<file path="config.mk">
export PLATFORM = sky130hd
export DESIGN_NAME = if_stage
export DESIGN_NICKNAME = d
export VERILOG_FILES = /design/src/rtl/if_stage.sv
export SDC_FILE = /design/constraint.sdc
export NUM_CORES = 1
export LEC_CHECK = 0
export ABC_AREA = 0
export CAP_MARGIN = 20
export CORE_MARGIN = 2
export CORE_UTILIZATION = 35
export CTS_CLUSTER_SIZE = 30
export DETAILED_ROUTE_END_ITERATION = 6
export SLEW_MARGIN = 20
export SYNTH_ARGS = -nofsm -noshare
export SYNTH_HDL_FRONTEND = slang
export SYNTH_SLANG_ARGS = --single-unit
</file>
<file path="constraint.sdc">
create_clock -name clk -period 1.76 [get_ports clk]
set_input_delay 0.176 -clock clk [delete_from_list [all_inputs] [get_ports clk]]
set_output_delay 0.176 -clock clk [all_outputs]
set_load 0.05 [all_outputs]
</file>
<file path="src/rtl/if_stage.sv">
// ---------------------------------------------------------------------------
// if_stage -- instruction-fetch stage and IF/ID pipeline register
//
// Holds the PC, issues one instruction-memory request at a time, captures the
// returned word into the IF/ID register and presents its opcode field to the
// control unit. A taken branch flushes the stage and redirects the PC; decode
// back-pressure (id_ready low) stalls it, with a one-entry pending buffer that
// absorbs the single word that can already be in flight.
//
// Optional feature: define IF_STAGE_PERF_EN to add the performance counters
// perf_fetch_cnt / perf_flush_cnt. With the macro undefined those ports and
// counters do not exist and all other behaviour is identical.
//
// Handshakes:
//   imem_req/imem_addr : request strobe, presented combinationally while the
//                        FSM is in FETCH and no redirect is active; at most
//                        one request is outstanding. imem_addr is always pc.
//   imem_valid/rdata   : one-cycle response strobe; only meaningful in WAIT,
//                        ignored in FETCH and HOLD.
//   if_id_valid/id_ready: the IF/ID contents move to decode on a rising edge
//                        where both are high (unless branch_taken flushes).
//
// Ports:
//   clk, rst_n         clock, asynchronous active-low reset
//   imem_req           fetch request strobe
//   imem_addr          fetch address (= pc)
//   imem_valid         response strobe
//   imem_rdata         instruction word
//   branch_taken       one-cycle redirect pulse (highest priority)
//   branch_target      redirect address, bits [1:0] forced to zero
//   id_ready           decode accepts IF/ID this cycle
//   if_id_valid        IF/ID holds a live instruction
//   if_id_instr        fetched instruction
//   if_id_pc_plus4     address of that instruction + 4
//   opcode             if_id_instr[31:26]
//   perf_fetch_cnt     (IF_STAGE_PERF_EN) IF/ID loads, incl. from pending
//   perf_flush_cnt     (IF_STAGE_PERF_EN) branch_taken pulses
// ---------------------------------------------------------------------------
module if_stage #(
   parameter int unsigned         PC_WIDTH = 32,
   parameter logic [PC_WIDTH-1:0] RESET_PC = '0
) (
   input  logic                clk,
   input  logic                rst_n,
   output logic                imem_req,
   output logic [PC_WIDTH-1:0] imem_addr,
   input  logic                imem_valid,
   input  logic [31:0]         imem_rdata,
   input  logic                branch_taken,
   input  logic [PC_WIDTH-1:0] branch_target,
   input  logic                id_ready,
   output logic                if_id_valid,
   output logic [31:0]         if_id_instr,
   output logic [PC_WIDTH-1:0] if_id_pc_plus4,
   output logic [5:0]          opcode
`ifdef IF_STAGE_PERF_EN
   ,
   output logic [31:0]         perf_fetch_cnt,
   output logic [31:0]         perf_flush_cnt
`endif
);

   typedef enum logic [1:0] {
      S_FETCH = 2'd0,
      S_WAIT  = 2'd1,
      S_HOLD  = 2'd2
   } state_t;

   state_t              state;
   logic [PC_WIDTH-1:0] pc;
   logic                drop;          // outstanding response must be discarded
   logic                pend_valid;
   logic [31:0]         pend_instr;
   logic [PC_WIDTH-1:0] pend_pc_plus4;

   logic [PC_WIDTH-1:0] pc_plus4;
   logic [PC_WIDTH-1:0] target_aligned;
   logic                transfer;
   logic                resp_live;
   logic                load_direct;
   logic                park;
   logic                load_pend;
   logic                unused_target_bits;

   // Modulo-2^PC_WIDTH increment; wraps naturally.
   assign pc_plus4       = pc + PC_WIDTH'(4);
   assign target_aligned = {branch_target[PC_WIDTH-1:2], 2'b00};
   assign unused_target_bits = ^branch_target[1:0];

   assign imem_req  = (state == S_FETCH) && !branch_taken;
   assign imem_addr = pc;

   // opcode comes from the IF/ID register only, so there is no combinational
   // path from imem_rdata to the control unit.
   assign opcode = if_id_instr[31:26];

   assign transfer = if_id_valid && id_ready;

   // A response that is to be kept: in WAIT, not marked stale, not flushed.
   assign resp_live   = (state == S_WAIT) && imem_valid && !drop && !branch_taken;
   // IF/ID can take the word now if empty or being drained this cycle.
   assign load_direct = resp_live && (!if_id_valid || id_ready);
   // Otherwise the word parks in the pending buffer.
   assign park        = resp_live && if_id_valid && !id_ready;
   // Pending word replaces the IF/ID contents as they move to decode.
   assign load_pend   = (state == S_HOLD) && id_ready && pend_valid && !branch_taken;

   always_ff @(posedge clk or negedge rst_n) begin
      if (!rst_n) begin
         state          <= S_FETCH;
         pc             <= RESET_PC;
         drop           <= 1'b0;
         pend_valid     <= 1'b0;
         pend_instr     <= '0;
         pend_pc_plus4  <= '0;
         if_id_valid    <= 1'b0;
         if_id_instr    <= '0;
         if_id_pc_plus4 <= '0;
      end else if (branch_taken) begin
         // Redirect wins over everything: flush IF/ID to a NOP, drop the
         // pending word and restart from the aligned target.
         if_id_valid <= 1'b0;
         if_id_instr <= '0;
         pc          <= target_aligned;
         pend_valid  <= 1'b0;
         if ((state == S_WAIT) && !imem_valid) begin
            // The stale response is still on its way; swallow it later.
            drop  <= 1'b1;
            state <= S_WAIT;
         end else begin
            drop  <= 1'b0;
            state <= S_FETCH;
         end
      end else begin
         // IF/ID register
         if (load_direct) begin
            if_id_valid    <= 1'b1;
            if_id_instr    <= imem_rdata;
            if_id_pc_plus4 <= pc_plus4;
         end else if (load_pend) begin
            if_id_valid    <= 1'b1;
            if_id_instr    <= pend_instr;
            if_id_pc_plus4 <= pend_pc_plus4;
         end else if (transfer) begin
            if_id_valid <= 1'b0;
         end

         // Fetch FSM
         case (state)
            S_FETCH: begin
               state <= S_WAIT;
            end
            S_WAIT: begin
               if (imem_valid) begin
                  if (drop) begin
                     drop  <= 1'b0;
                     state <= S_FETCH;
                  end else if (park) begin
                     pend_valid    <= 1'b1;
                     pend_instr    <= imem_rdata;
                     pend_pc_plus4 <= pc_plus4;
                     pc            <= pc_plus4;
                     state         <= S_HOLD;
                  end else begin
                     pc    <= pc_plus4;
                     state <= S_FETCH;
                  end
               end
            end
            S_HOLD: begin
               if (id_ready) begin
                  pend_valid <= 1'b0;
                  state      <= S_FETCH;
               end
            end
            default: begin
               state <= S_FETCH;
            end
         endcase
      end
   end

`ifdef IF_STAGE_PERF_EN
   always_ff @(posedge clk or negedge rst_n) begin
      if (!rst_n) begin
         perf_fetch_cnt <= '0;
         perf_flush_cnt <= '0;
      end else begin
         if (branch_taken) begin
            perf_flush_cnt <= perf_flush_cnt + 32'd1;
         end
         if (load_direct || load_pend) begin
            perf_fetch_cnt <= perf_fetch_cnt + 32'd1;
         end
      end
   end
`endif

endmodule
</file>
# After elaboration in Yosys (flattened, before gate mapping)

Cells that the tools add are included.

Bits in registers: 165

Add/sub/neg operators: 1
Equality and inequality tests: 7
Bitwise gates (word level): 2
Mux-type cells: 30
Reduce and logical (&&, ||, !) cells: 31

Operator list:

| kind                                                | count |
|---|---|
| two-way mux 32 bit                                  | 9 |
| adder 32 x 3 -> 32 bit, second input constant       | 1 |
| two-way mux 1 bit                                   | 14 |
| logical AND 1 bit                                   | 12 |
| inequality test 3 bit, second input constant        | 4 |
| two-way mux 2 bit                                   | 5 |
| AND reduction 5 bit                                 | 2 |
| one-hot mux 2 bit (3 select lines)                  | 1 |
| AND reduction 2 bit                                 | 3 |
| nonzero test 2 bit                                  | 3 |
| nonzero test 3 bit                                  | 2 |
| zero test 1 bit                                     | 5 |
| nonzero test 4 bit                                  | 1 |
| AND reduction 3 bit                                 | 1 |
| equality test 2 x 1 -> 1 bit, second input constant | 1 |
| equality test 2 bit, second input constant          | 1 |
| zero test 2 bit                                     | 1 |
| inequality test 2 bit, second input constant        | 1 |
| NOT 1 bit                                           | 2 |
| one-hot mux 1 bit (2 select lines)                  | 1 |
| logical OR 1 bit                                    | 1 |

# Longest topological paths before layout

Gate-level depths: netlist (run 1).

Depth in word-level cells: 11
Mapped depth: 8

# Worst setup path before layout (run 1)

OpenSTA, ideal clock, no wires.

Kind: reg-to-reg
From: register pc[4] (netlist: imem_addr[4])
To: register pc[29] (netlist: imem_addr[29])
Cell stages (with the launch flop): 8
Clock period less this slack: 2356 ps
Setup time: 69 ps
Path slack: -596 ps
Data arrival time: 2287 ps
Buffers on the path: 2
Cells stage by stage: dfrtp_1 -> buf_2 -> nand3_2 -> or3_1 -> buf_2 -> or3_1 -> or3_1 -> nand3_1

Longest elaborated chain between the ends: 5

Ends and longest elaborated chain:

| element                | line | source |
|---|---|---|
| start, declared        | 70   | `logic [PC_WIDTH-1:0] pc;` |
| start signal, assigned | 124  | `pc <= target_aligned;` |
| start signal, assigned | 162  | `pc <= pc_plus4;` |
| start signal, assigned | 165  | `pc <= pc_plus4;` |
| adder 32 x 3 -> 32 bit | 86   | `assign pc_plus4 = pc + PC_WIDTH'(4);` |
| two-way mux 32 bit     | 155  | `if (drop) begin` |
| two-way mux 32 bit     | 154  | `if (imem_valid) begin` |
| two-way mux 32 bit     | 149  | `case (state)` |
| two-way mux 32 bit     | 119  | `end else if (branch_taken) begin` |

Every way passes these cells. The select of a mux whose other input is x is not followed.
A chain may end at the register's enable or synchronous reset.

# Final worst setup path (run 1)

From: register pc[6] (netlist: imem_addr[6])
To: register pc[30] (netlist: imem_addr[30])

The elaborated chain is that of the path after synthesis.

==> results.yml, run 1 <==
finish:
  area_growth_pct: 47.7
  n_antenna_cell: 0
  finish.net_count: 1125
  fin_util_pct: 53.0
  layout-drive-gt1-share_pct: 24.9
  mostFrequentLayoutCell: "sky130_fd_sc_hd__nand2_1"
  most_used_cells_in_the_layout_excluding_fill_and_tap_cells: "207 x sky130_fd_sc_hd__nand2_1, 141 x sky130_fd_sc_hd__dfrtp_1, 128 x sky130_fd_sc_hd__buf_4"
global_routing:
  largest_net_degree_at_the_start_of_global_routing: 56
  globalRouteOverflowTotal: 0
  first_global_vias: 6231
  grt_util_all_layers_pct: 18.9
  grt_first_pass_wirelength_mm: 33.6
  grt_antenna_before_repair: 1
logic_synthesis:
  post_synthesis_register_bit_count: 159
  synth_cells: 837
  syn_avg_cell_area_um2: 9.06
  synth-edff-count: 0
  synth.lib_cells_used.distinct: 44
  netlist.top_cell.by_area: "sky130_fd_sc_hd__dfrtp_1"
  synth_sequential_area_ratio_pct: 52.4
  yosysTopAreaCellShare_pct: 52.4
  synthesis.area_mm2: 0.00759
  yosys_warnings: 0
  synth_ff_type: "sky130_fd_sc_hd__dfrtp_1"
  post_synth_main_area_contributors: "sky130_fd_sc_hd__dfrtp_1 52%, sky130_fd_sc_hd__nand2_1 10%, sky130_fd_sc_hd__o21ai_0 6.3%"
  synthArstFlopShare_pct: 100
status:
  status: "complete, but fails checks"
  violated_checks: "setup timing"
worst_setup_path:
  path_max_fanout: 8
  worst_setup_path_start_kind: "register"
  critPathTopFamily: "simple AND/OR/NAND/NOR gates"
  worst_path_largest_cell_delay_ps: 550
  worstPathCellList: "nand4_1, buf_4, or4_4, nor4_4, xnor2_1, o21ai_1"
  critPathBufInv: 1
  critical_path.slowest_cell: "sky130_fd_sc_hd__or4_4"
  critPathRequiredTime_ps: 2040
  r2r_setup_slack_ps: -160
  critPathArrivalTime_ps: 2210
  timing.setup.critical_path_class: "reg -> reg"
  end_kind: "register"
timing:
  f_max_mhz: 520
  fin_skew_ps: 8.11
  setup_repair_after_global_routing_missed_its_margin: "true"
  timing.final.setup_violations: 31
  hold_violations: 0
  layout_setup_ws_ps: -163
  slew_headroom_pct: 62.8
  drv_slew: 0
  final.period_utilization_pct: 109
  fin_crit_ps: 1920
  tightest_slew_ps: 558
place:
  pre_cts_ws_ps: -149
  routabilityCongestion: 0.800
  detailed_place_hpwl_mm: 14.7
  io_buffer_count: 166
job:
  cap_violations: 0
die:
  die_height_um: 151
  floorplan.die.width_um: 151
  design.portCount: 173
  dieArea_mm2: 0.0229
  number_of_core_rows: 53
  start_util_pct: 35.9
  core_mm2: 0.0212
clock_network:
  cts.sinks: 159
  tritoncts: "built"
  clk_transition_reported_paths_ps: 60
  cts_root_buf: "sky130_fd_sc_hd__clkbuf_16"
  h-tree-depth: 4
  worst_skew_pair.late_latency_ps: 420
  clock_tree.buffer_depth: 2
  tritoncts.num_buffers: 17
drt:
  count_of_tritonroute_iterations_in_the_first_routing_pass: 5
  post-route-drc-count: 0
  dr.first_iter.drc_count: 262
  wl_per_cell_um: 16.3
  detail_route.vias_per_cell: 4.92
  drt-total-wl_mm: 21.9
  vias: 6605
  ant_nets: 0
power_and_ir_drop:
  power.ir.vdd_worst_uv: 639
  leakage_nw: 5.12
  power_density_mw_per_mm2: 1080
min_path:
  hp-class: "in -> reg"
-- layer usage --
metal,up-vias,GRT usage (%),share of wire [%]
met3,22,3.40,3.9
met2,143,29.4,48
li1,3264,-,-
met4,0,5.75,1.7
met1,3176,26.9,46
met5,-,0,0
-- synth_stat cells, drive strengths merged (15+ instances only) --
library cell,n
xnor2,29
nand2,210
xor2,26
nor3b,33
nand3,17
nor3,15
a211oi,22
o21ai,101
nor2,17
buf,26
a21oi,53
dfrtp,159
clkbuf,46
nor2b,24
-- tightest hold or removal path: stages --
cell	delay, ps
sky130_fd_sc_hd__buf_4	130
sky130_fd_sc_hd__o21ai_0	70
sky130_fd_sc_hd__and3_1	150
-- final timing paths --
path                       cells past startpoint           endpoint      startpoint
max                                            6      imem_addr[30]    imem_addr[6]
min                                            3               drop    branch_taken
max reg2reg                                    6      imem_addr[30]    imem_addr[6]
min reg2reg                                    2     pend_instr[18]  pend_instr[18]
max in group asynchronous                      3       imem_addr[6]           rst_n
min in group asynchronous                      2  pend_pc_plus4[12]           rst_n
-- final cells by class --
type,count,area (um^2)
sequential,159,4000
fill,1976,9950
timing repair buffer,268,2500
clock buffer,17,425
inverter,2,7.51
clock inverter,15,181
tap,275,344
multi-input combinational,607,3740
-- through the flow --
step	cells	total power, W	TNS (ps)	instance area, um^2	hold slack, ps
2_1_floorplan	840	0.00692	-11120	7700	-120
3_3_place_gp	1289	0.00836	-4530	10000	85.1
6_report	1343	0.0122	-2610	11200	148
3_5_place_dp	1289	0.00838	-4150	10000	87.8
5_1_grt	1343	0.0127	-6330	11200	149
4_1_cts	1330	0.0122	-1240	10800	105
-- registers in the layout, summed over array words and instances (netlist names) --
signal          cells
imem_addr          30
if_id_instr        32
pend_valid          1
drop                1
state               2
pend_instr         32
if_id_pc_plus4     30
if_id_valid         1
pend_pc_plus4      30
-- what timing repair did --
item	in CTS	in global routing
gates resized for setup	85	79
setup buffers	7	12
setup endpoints to repair	92	109
hold buffers	2	0
hold endpoints to repair	117	0
gates cloned	0	2
pin swaps	33	36
-- logic make-up (layout without fill, tap and decap cells) --
logic type,after synthesis,in the layout,synth area share (%)
other,1,4,0.0494
and+or+nand+nor,359,359,22.9
xor gates and xnor gates,55,55,6.35
adders and majority gates,1,1,0.165
muxes,2,2,0.264
buffers and inverters,74,302,4.45
AOI/OAI and AO/OA,186,186,13.3
DFF,159,159,52.4
-- report_power, final --
part / internal, W / leakage, nW / switching, W / total [W]
clock: 0.00225 / 0.295 / 0.00159 / 0.00385
combinational: 0.00130 / 2.77 / 0.00248 / 0.00378
sequential: 0.00419 / 2.05 / 0.000336 / 0.00453
(Power assumes the default switching activity.)
==> run 2: changes to the inputs <==
--- a/config.mk
+++ b/config.mk
@@ -6,7 +6,7 @@
 export NUM_CORES = 1
 export LEC_CHECK = 0
 export ABC_AREA = 0
-export CAP_MARGIN = 20
+export CAP_MARGIN = 25
 export CORE_MARGIN = 2
 export CORE_UTILIZATION = 35
 export CTS_CLUSTER_SIZE = 30
==> results of run 2 <==
Same layout as run 1: the final DEF is identical, and so are final timing and power.
